[src/rtl/zxuno_string_reader.sv]
// ZX-UNO register-read initiator: fetches a zero-terminated string from one
// register into a 16-byte buffer. The buffer has a random-access read port.

module zxuno_strbuf_cell (
    input  logic       clk,
    input  logic       clr,
    input  logic       we,
    input  logic [7:0] d,
    output logic [7:0] q
);
    always_ff @(posedge clk) begin
        if (clr)     q <= 8'h00;
        else if (we) q <= d;
    end
endmodule

module zxuno_string_reader #(
    parameter logic [7:0] REGADDR     = 8'hFF,
    parameter int         MAXLEN      = 16,
    parameter int         READ_CYCLES = 2,
    parameter int         GAP_CYCLES  = 1
) (
    input  logic       clk,
    input  logic       rst,
    input  logic       start,
    output logic       busy,
    output logic       done,
    output logic       error,
    output logic [4:0] len,
    output logic [7:0] zxuno_addr,
    output logic       regaddr_changed,
    output logic       zxuno_regrd,
    input  logic [7:0] din,
    input  logic       oe_n_in,
    input  logic [3:0] rd_index,
    output logic [7:0] rd_data
);
    localparam int NUM_ENTRIES = 16;

    typedef enum logic [2:0] {
        S_IDLE, S_SELECT, S_SETTLE, S_READ, S_GAP, S_DONE
    } state_t;

    state_t state, state_n;

    logic [7:0]                        cnt;
    logic                              term_seen;
    logic                              accept;
    logic                              last_read;
    logic                              last_gap;
    logic                              stop;
    logic                              wr_en;
    logic [NUM_ENTRIES-1:0][7:0]       buf_q;

    assign accept    = (state == S_IDLE) && start;
    assign last_read = (state == S_READ) && (cnt == 8'(READ_CYCLES - 1));
    assign last_gap  = (state == S_GAP)  && (cnt == 8'(GAP_CYCLES - 1));
    // Flags sampled on the last READ cycle are already registered by GAP.
    assign stop      = term_seen || error || (len == 5'(MAXLEN));
    assign wr_en     = last_read && !oe_n_in && (din != 8'h00) && (len < 5'(MAXLEN));

    always_ff @(posedge clk) begin
        if (rst) state <= S_IDLE;
        else     state <= state_n;
    end

    always_comb begin
        state_n = state;
        case (state)
            S_IDLE:   if (start) state_n = S_SELECT;
            S_SELECT: state_n = S_SETTLE;
            S_SETTLE: state_n = S_READ;
            S_READ:   if (last_read) state_n = S_GAP;
            S_GAP:    if (last_gap) state_n = stop ? S_DONE : S_READ;
            S_DONE:   state_n = S_IDLE;
            default:  state_n = S_IDLE;
        endcase
    end

    // Phase counter restarts on every state change.
    always_ff @(posedge clk) begin
        if (rst || state_n != state) cnt <= 8'd0;
        else                         cnt <= cnt + 8'd1;
    end

    always_ff @(posedge clk) begin
        if (rst || accept) begin
            len       <= 5'd0;
            error     <= 1'b0;
            term_seen <= 1'b0;
        end else if (last_read) begin
            if (oe_n_in)           error     <= 1'b1;
            else if (din == 8'h00) term_seen <= 1'b1;
            else if (wr_en)        len       <= len + 5'd1;
        end
    end

    // Outputs registered from next state so they line up with the state itself.
    always_ff @(posedge clk) begin
        if (rst) begin
            busy            <= 1'b0;
            done            <= 1'b0;
            regaddr_changed <= 1'b0;
            zxuno_regrd     <= 1'b0;
            zxuno_addr      <= 8'h00;
        end else begin
            busy            <= (state_n != S_IDLE);
            done            <= (state_n == S_DONE);
            regaddr_changed <= (state_n == S_SELECT);
            zxuno_regrd     <= (state_n == S_READ);
            zxuno_addr      <= (state_n != S_IDLE) ? REGADDR : 8'h00;
        end
    end

    for (genvar i = 0; i < NUM_ENTRIES; i++) begin : g_buf
        zxuno_strbuf_cell u_cell (
            .clk (clk),
            .clr (rst || accept),
            .we  (wr_en && (len[3:0] == 4'(i))),
            .d   (din),
            .q   (buf_q[i])
        );
    end

    assign rd_data = ({1'b0, rd_index} < len) ? buf_q[rd_index] : 8'h00;

endmodule

[config.mk]
export PLATFORM = sky130hd
export DESIGN_NAME = zxuno_string_reader
export DESIGN_NICKNAME = d
export VERILOG_FILES = /design/src/rtl/zxuno_string_reader.sv
export SDC_FILE = /design/constraint.sdc
export NUM_CORES = 1
export LEC_CHECK = 0
export CAP_MARGIN = 10
export CORE_AREA = 2 2 109 111
export DETAILED_ROUTE_END_ITERATION = 12
export DIE_AREA = 0 0 111 113
export PLACE_DENSITY_LB_ADDON = 0.1
export REMOVE_ABC_BUFFERS = 1
export SYNTH_ARGS = -nofsm -noshare
export SYNTH_HDL_FRONTEND = slang
export SYNTH_SLANG_ARGS = --single-unit
[constraint.sdc]
create_clock -name clk -period 6 [get_ports clk]
set_input_delay 1.2 -clock clk [delete_from_list [all_inputs] [get_ports clk]]
set_output_delay 1.2 -clock clk [all_outputs]
set_load 0.01 [all_outputs]
==> metrics, run 1 <==
Final period util=~82%; Synth cell types=46; Synth Area in Adders=roughly 1.9%; CTS tree=done; largest net degree at the start of global routing=50; number of antenna diodes=0; Core Rows=39; Core Region=between 0.01 and 0.015 mm2; met1 GRT Util=between 30 and 40%; CP max-delay cell=nor3_1; post-synthesis cell area=0.00668 mm2; Area Overhead vs Synth=13.6%; worst skew pair latency=between 0.4 and 0.5 ns; hold violation count in the final report=0; CP top delay family=buffers and inverters; IO buf count=41; Synth Flop Type=dfxtp_1; Tmin final=approximately 5 ns; dominant cell type by area after synthesis=dfxtp_1; DR pass1 iterations=5; Post-synth EDFFs=0; internal power=1.69 mW; Flop pwr share=between 40% and 50%; GR peak layer=met2; share of the synthesized area in the top cell type=45.0%; LEAKAGE=about 2.8 nW; first-pass GRT wire length=around 26000 um; Synth Area in Compound Gates=11.9%; WP buf/inv=2; Die Y=between 100 and 150 um; via count of the routed design=5259; final-stage net count=between 700 and 800; HPWL Detailed=10400 um; filler instances=870; post-CTS setup buffers=0; Critical Path Start Type=input port; max-slew violation count=0; Seq/Total Area, Yosys=between 40 and 50%; most frequent cells in the layout=150 x dfxtp_1, 109 x nand3_1, 97 x o21ai_0; share of layout cells above drive strength 1=about an eighth; dpl cells=just over 800; maxcap violations=0; xor/xnor share of the synthesized area=approximately 1.0%; drt via density=~6.2; worst setup path class=input port to output port; WP data required=approximately 4.8 ns; met2 Resource Use GR=approximately 41%; switching power=a little over 500 uW; Die Footprint=between 0.01 and 0.015 mm2; DR iter-0 viols=just over 400; GR Overflow Total=0; synth warn=0; mux cell area share after synthesis=16.8%; cts repair resizes=0; Clk pwr share=between 40% and 50%; maximum vdd ir drop=roughly 0.27 mV; Net Sw Frac=between 20% and 30%; H-tree levels=4; Layout Cells excl Fill=851; top cells by area, synth=dfxtp_1 45%, mux4_2 11%, nand3_1 8.2%, o21ai_0 7.3%, mux2i_1 6.0%; Max clock buf depth=2; dpl cell area=about 0.007 mm2; status=completed; pwr dens=just under 300 mW/mm2; Avg WL per Cell=roughly 19 um; GR Util met3=approximately 6.7%; initial antenna violation count=0; crit-path max cell delay=between 0.8 and 0.9 ns; clock sinks=150; Global Route Usage Sum=about a quarter; commonest non-fill, non-tap cell in the layout=dfxtp_1; RSZ-0062 raised after global routing=no; cell mode on critical path=a211oi_1; worst clock skew=around 0.0076 ns; Final Cell Area=0.00758 mm2; mean area per synthesized cell=~9.6 um2; fmax=about 0.2 GHz; Worst EP arrival=between 3 and 4 ns; Clk Tree Root Cell=clkbuf_16; cells along the critical path=buf_2 -> nand2b_1 -> a21o_1 -> a211oi_1 -> nor3_1 -> a211oi_1 -> clkdlybuf4s50_1; Syn Inst Count=just under 700; Max-slew headroom=20.9%; final setup fails=0; initial core utilization=around 59%; cts bufs inserted=17; largest family of logic cells by synthesized area=simple AND/OR/NAND/NOR gates; DRC=0; CP Capture Type=output port; Die Width=roughly 110 um; Worst Path Max Fanout=22; total I/O pin count=42; clock-pin slew on the worst setup and hold paths=0.06 ns; part of the power in combinational logic=~7%; Simple-Gate Fraction of Synth Area=a little under a fifth; Post-CTS Hold Buffers=0; flops & latches, synth=150; GP Congestion=0.852; HP Class=flop to flop; Worst-Margin Slew=about 1.2 ns; Synth async-reset ratio=0%; vias in the first global route=4881; detailed-route wire length=~16000 um; DRT antenna net count=0
==> per-layer routing <==
layer | up-vias | share of wire (%)
li1 | 2516 | -
met1 | 2522 | 45
met2 | 196 | 46
met3 | 25 | 7.1
met4 | 0 | 1.7
met5 | - | 0
==> sequential cells by signal, indices dropped and copies added (netlist names) <==
name	cells
g_buf.u_cell.q	128
zxuno_addr	1
len	5
term_seen	1
zxuno_regrd	1
done	1
regaddr_changed	1
state	3
cnt	8
error	1
==> power by group through the flow <==
stage,Clock [mW],Sequential [mW],Combinational [mW]
global placement,0,1.03,0.155
CTS,1.03,1.01,0.158
floorplan,0,1.03,0.0657
detailed placement,0,1.03,0.157
finish,1.03,1.01,0.159
global route,1.08,1.01,0.171
==> per-stage QoR <==
| step | power (mW) | hold slack (ns) | utilization (%) | worst slack, ns | TNS, ns |
|---|---|---|---|---|---|
| final | 2.19 | 0.455 | 67.3 | 1.07 | 0 |
| after global routing | 2.26 | 0.478 | 67.3 | 0.896 | 0 |
| after CTS | 2.20 | 0.459 | 67.3 | 1.07 | 0 |
| after detailed placement | 1.19 | 0.452 | 62.2 | 1.10 | 0 |
| after global placement | 1.18 | 0.444 | 62.2 | 1.17 | 0 |
| after floorplan | 1.10 | 0.432 | - | -0.823 | -83.21 |
==> cell usage after synthesis (6+ instances only) <==
master	instances
xnor2_1	6
clkbuf_1	36
buf_2	13
nor3_1	13
buf_1	8
mux4_2	32
ha_1	10
o21ai_0	97
nand3_1	109
a211oi_1	18
inv_1	13
a21oi_1	8
nor2_1	51
mux2i_1	40
nand2_1	24
dfxtp_1	150
nor2b_1	9
buf_4	10
==> layout make-up <==
cell class	instances	area (um2)	area share, %
Timing Repair Buffer	48	453	5.97
Multi-Input combinational cell	465	3330	43.9
Tap cell	143	179	2.36
Clock buffer	22	464	6.12
Inverter	13	48.8	0.643
Sequential cell	150	3000	39.6
Clock inverter	10	104	1.37
==> cells by family (layout without fill, tap and decap cells) <==
kind of cell | after synthesis | after routing
fa+ha+maj | 10 | 10
xor+xnor | 8 | 8
simple gates | 236 | 236
buf+inv | 80 | 93
mux | 72 | 72
flops | 150 | 150
compound gates | 139 | 139
==> path summary, 6_finish.rpt <==
check	depth (start not counted)	slack, ns	startpoint	endpoint
worst max register to register	4	3.26	state[2]$_SDFF_PP0_	g_buf[9].u_cell.q[7]$_SDFFE_PP0P_
worst min-delay path	2	0.46	g_buf[7].u_cell.q[2]$_SDFFE_PP0P_	g_buf[7].u_cell.q[2]$_SDFFE_PP0P_
worst max-delay path	7	1.07	rd_index[0]	rd_data[6]
worst min register to register	2	0.46	g_buf[7].u_cell.q[2]$_SDFFE_PP0P_	g_buf[7].u_cell.q[2]$_SDFFE_PP0P_
==> worst min-delay path, delay by kind of cell (launching register included) <==
kind / cells / cell delay [ns]
muxes: 1 / 0.05
DFF: 1 / 0.30
and+or+nand+nor: 1 / 0.05
(Power assumes the default switching activity.)
==> run 2, diff against run 1 <==
--- a/config.mk
+++ b/config.mk
@@ -6,9 +6,9 @@
 export NUM_CORES = 1
 export LEC_CHECK = 0
 export CAP_MARGIN = 10
-export CORE_AREA = 2 2 109 111
+export CORE_AREA = 2 2 116 118
 export DETAILED_ROUTE_END_ITERATION = 12
-export DIE_AREA = 0 0 111 113
+export DIE_AREA = 0 0 118 120
 export PLACE_DENSITY_LB_ADDON = 0.1
 export REMOVE_ABC_BUFFERS = 1
 export SYNTH_ARGS = -nofsm -noshare
==> constraint.sdc (replaced) <==
create_clock -name clk -period 4.4 [get_ports clk]
set_input_delay 0.88 -clock clk [delete_from_list [all_inputs] [get_ports clk]]
set_output_delay 0.88 -clock clk [all_outputs]
set_load 0.01 [all_outputs]
==> metrics, run 2 (synthesis results as in run 1) <==
Tmin final=between 4 and 5 ns; commonest non-fill, non-tap cell in the layout=dfxtp_1; Final Cell Area=0.00766 mm2; biggest regs=g_buf.u_cell.q (128), cnt (8), len (5); total I/O pin count=42; WL met2=between 7000 and 8000 um; hold violation count in the final report=0; Layout Cells excl Fill=just under 900; Area Overhead vs Synth=14.7%; dpl cells=about 860; dpl cell area=~0.007 mm2; CTS tree=done; Avg WL per Cell=18.0 um; Post-Place Setup Slack=~0.15 ns; DR pass1 iterations=5; max-slew violation count=0; Post-CTS Hold Buffers=0; Max clock buf depth=2; Worst EP arrival=around 3.4 ns; drt via density=5.79; Clk Tree Root Cell=clkbuf_16; Max Used Layer=met4; share of layout cells above drive strength 1=between 10% and 20%; initial antenna violation count=0; number of antenna diodes=0; Tot Pwr=between 2 and 3 mW; DRT antenna net count=0; clock-pin slew on the worst setup and hold paths=around 0.06 ns; filler instances=roughly 1100; largest net degree at the start of global routing=67; Largest Register=g_buf.u_cell.q; worst skew pair latency=between 0.4 and 0.5 ns; GP Congestion=between 0.8 and 0.9; Core Region=around 0.013 mm2; initial core utilization=51.5%; CP Capture Type=output port; cts repair resizes=0; clock sinks=150; H-tree levels=4; worst setup path class=input port to output port; IO buf count=41; most frequent cells in the layout=150 x dfxtp_1, 109 x nand3_1, 97 x o21ai_0; WL met1=a little over 7000 um; post-CTS setup buffers=0; first-pass GRT wire length=26500 um; vias in the first global route=approximately 5000; fmax=roughly 0.24 GHz; via count of the routed design=5150; Final period util=a little over nine tenths; DRC=0; final setup fails=0; Die Footprint=about 0.014 mm2; LEAKAGE=between 2 and 3 nW; GR Overflow Total=0; length of routed met3 wiring=around 790 um; Critical Path Start Type=input port; final setup TNS=0 ns; cts bufs inserted=17; hold path cells=2; WP data required=~3.5 ns; final-stage net count=approximately 730; Worst Slack Setup Final=~0.15 ns; max reg flops=around 130; Worst-Margin Slew=approximately 1.2 ns; detailed-route wire length=~16000 um; Core Rows=42; HP Class=flop to flop; Max-slew headroom=18.4%; HPWL Detailed=between 10000 and 15000 um; Die Width=around 120 um; maximum vdd ir drop=about 0.22 mV; pwr dens=387 mW/mm2; status=completed; Global Route Usage Sum=a little under a quarter; worst clock skew=0.00790 ns; Die Y=between 100 and 150 um; RSZ-0062 raised after global routing=no; maxcap violations=0; Worst Path Max Fanout=8; R2R cell count=5; DR iter-0 viols=287
==> run 2: changes by cell type in the layout (fill, tap and decap cells not counted), sizes merged <==
cell      delta
clkinv       -3
bufinv       -1
buf          +5
clkinvlp     +2
clkbuf       +2
==> run 2: metrics by stage <==
| step | utilization, % | hold slack [ns] |
|---|---|---|
| after global placement | 54.8 | 0.442 |
| after CTS | 59.0 | 0.462 |
| after global routing | 59.0 | 0.479 |
| after detailed placement | 54.8 | 0.454 |
| after floorplan | - | 0.432 |
| final | 59.0 | 0.461 |
==> run 2: per-layer routing <==
metal,up-vias,GRT usage (%)
li1,2519,-
met1,2482,30.9
met2,125,39.9
met3,24,4.75
met4,0,8.81
met5,-,0
==> run 2: final cells by class <==
cell class	instances	area, um2	share of cell area (%)
clock inverters	8	73.8	0.963
multi-input cells	465	3330	43.5
flip-flops and latches	150	3000	39.2
clock buffers	24	482	6.29
inverters	13	48.8	0.637
repair buffers	53	503	6.56
well taps	176	220	2.87
==> run 2: critical path, stage by stage <==
cell             delay (ns)
clkdlybuf4s50_1        0.43
ha_1                   0.28
a211oi_1               0.06
nor3_1                 0.96
a211oi_1               0.19
clkdlybuf4s50_1        0.56
==> run 2: report_power, final <==
group | switching (mW) | internal (mW)
clock | 0.542 | 0.819
combinational | 0.142 | 0.0847
sequential | 0.0109 | 1.36
==> run 2: path summary, 6_finish.rpt <==
kind | start | endpoint | slack [ns]
min reg2reg | g_buf[7].u_cell.q[5]$_SDFFE_PP0P_ | g_buf[7].u_cell.q[5]$_SDFFE_PP0P_ | 0.46
max reg2reg | cnt[5]$_SDFF_PP0_ | g_buf[10].u_cell.q[2]$_SDFFE_PP0P_ | 1.34
max | rd_index[2] | rd_data[6] | 0.15
min | g_buf[7].u_cell.q[5]$_SDFFE_PP0P_ | g_buf[7].u_cell.q[5]$_SDFFE_PP0P_ | 0.46
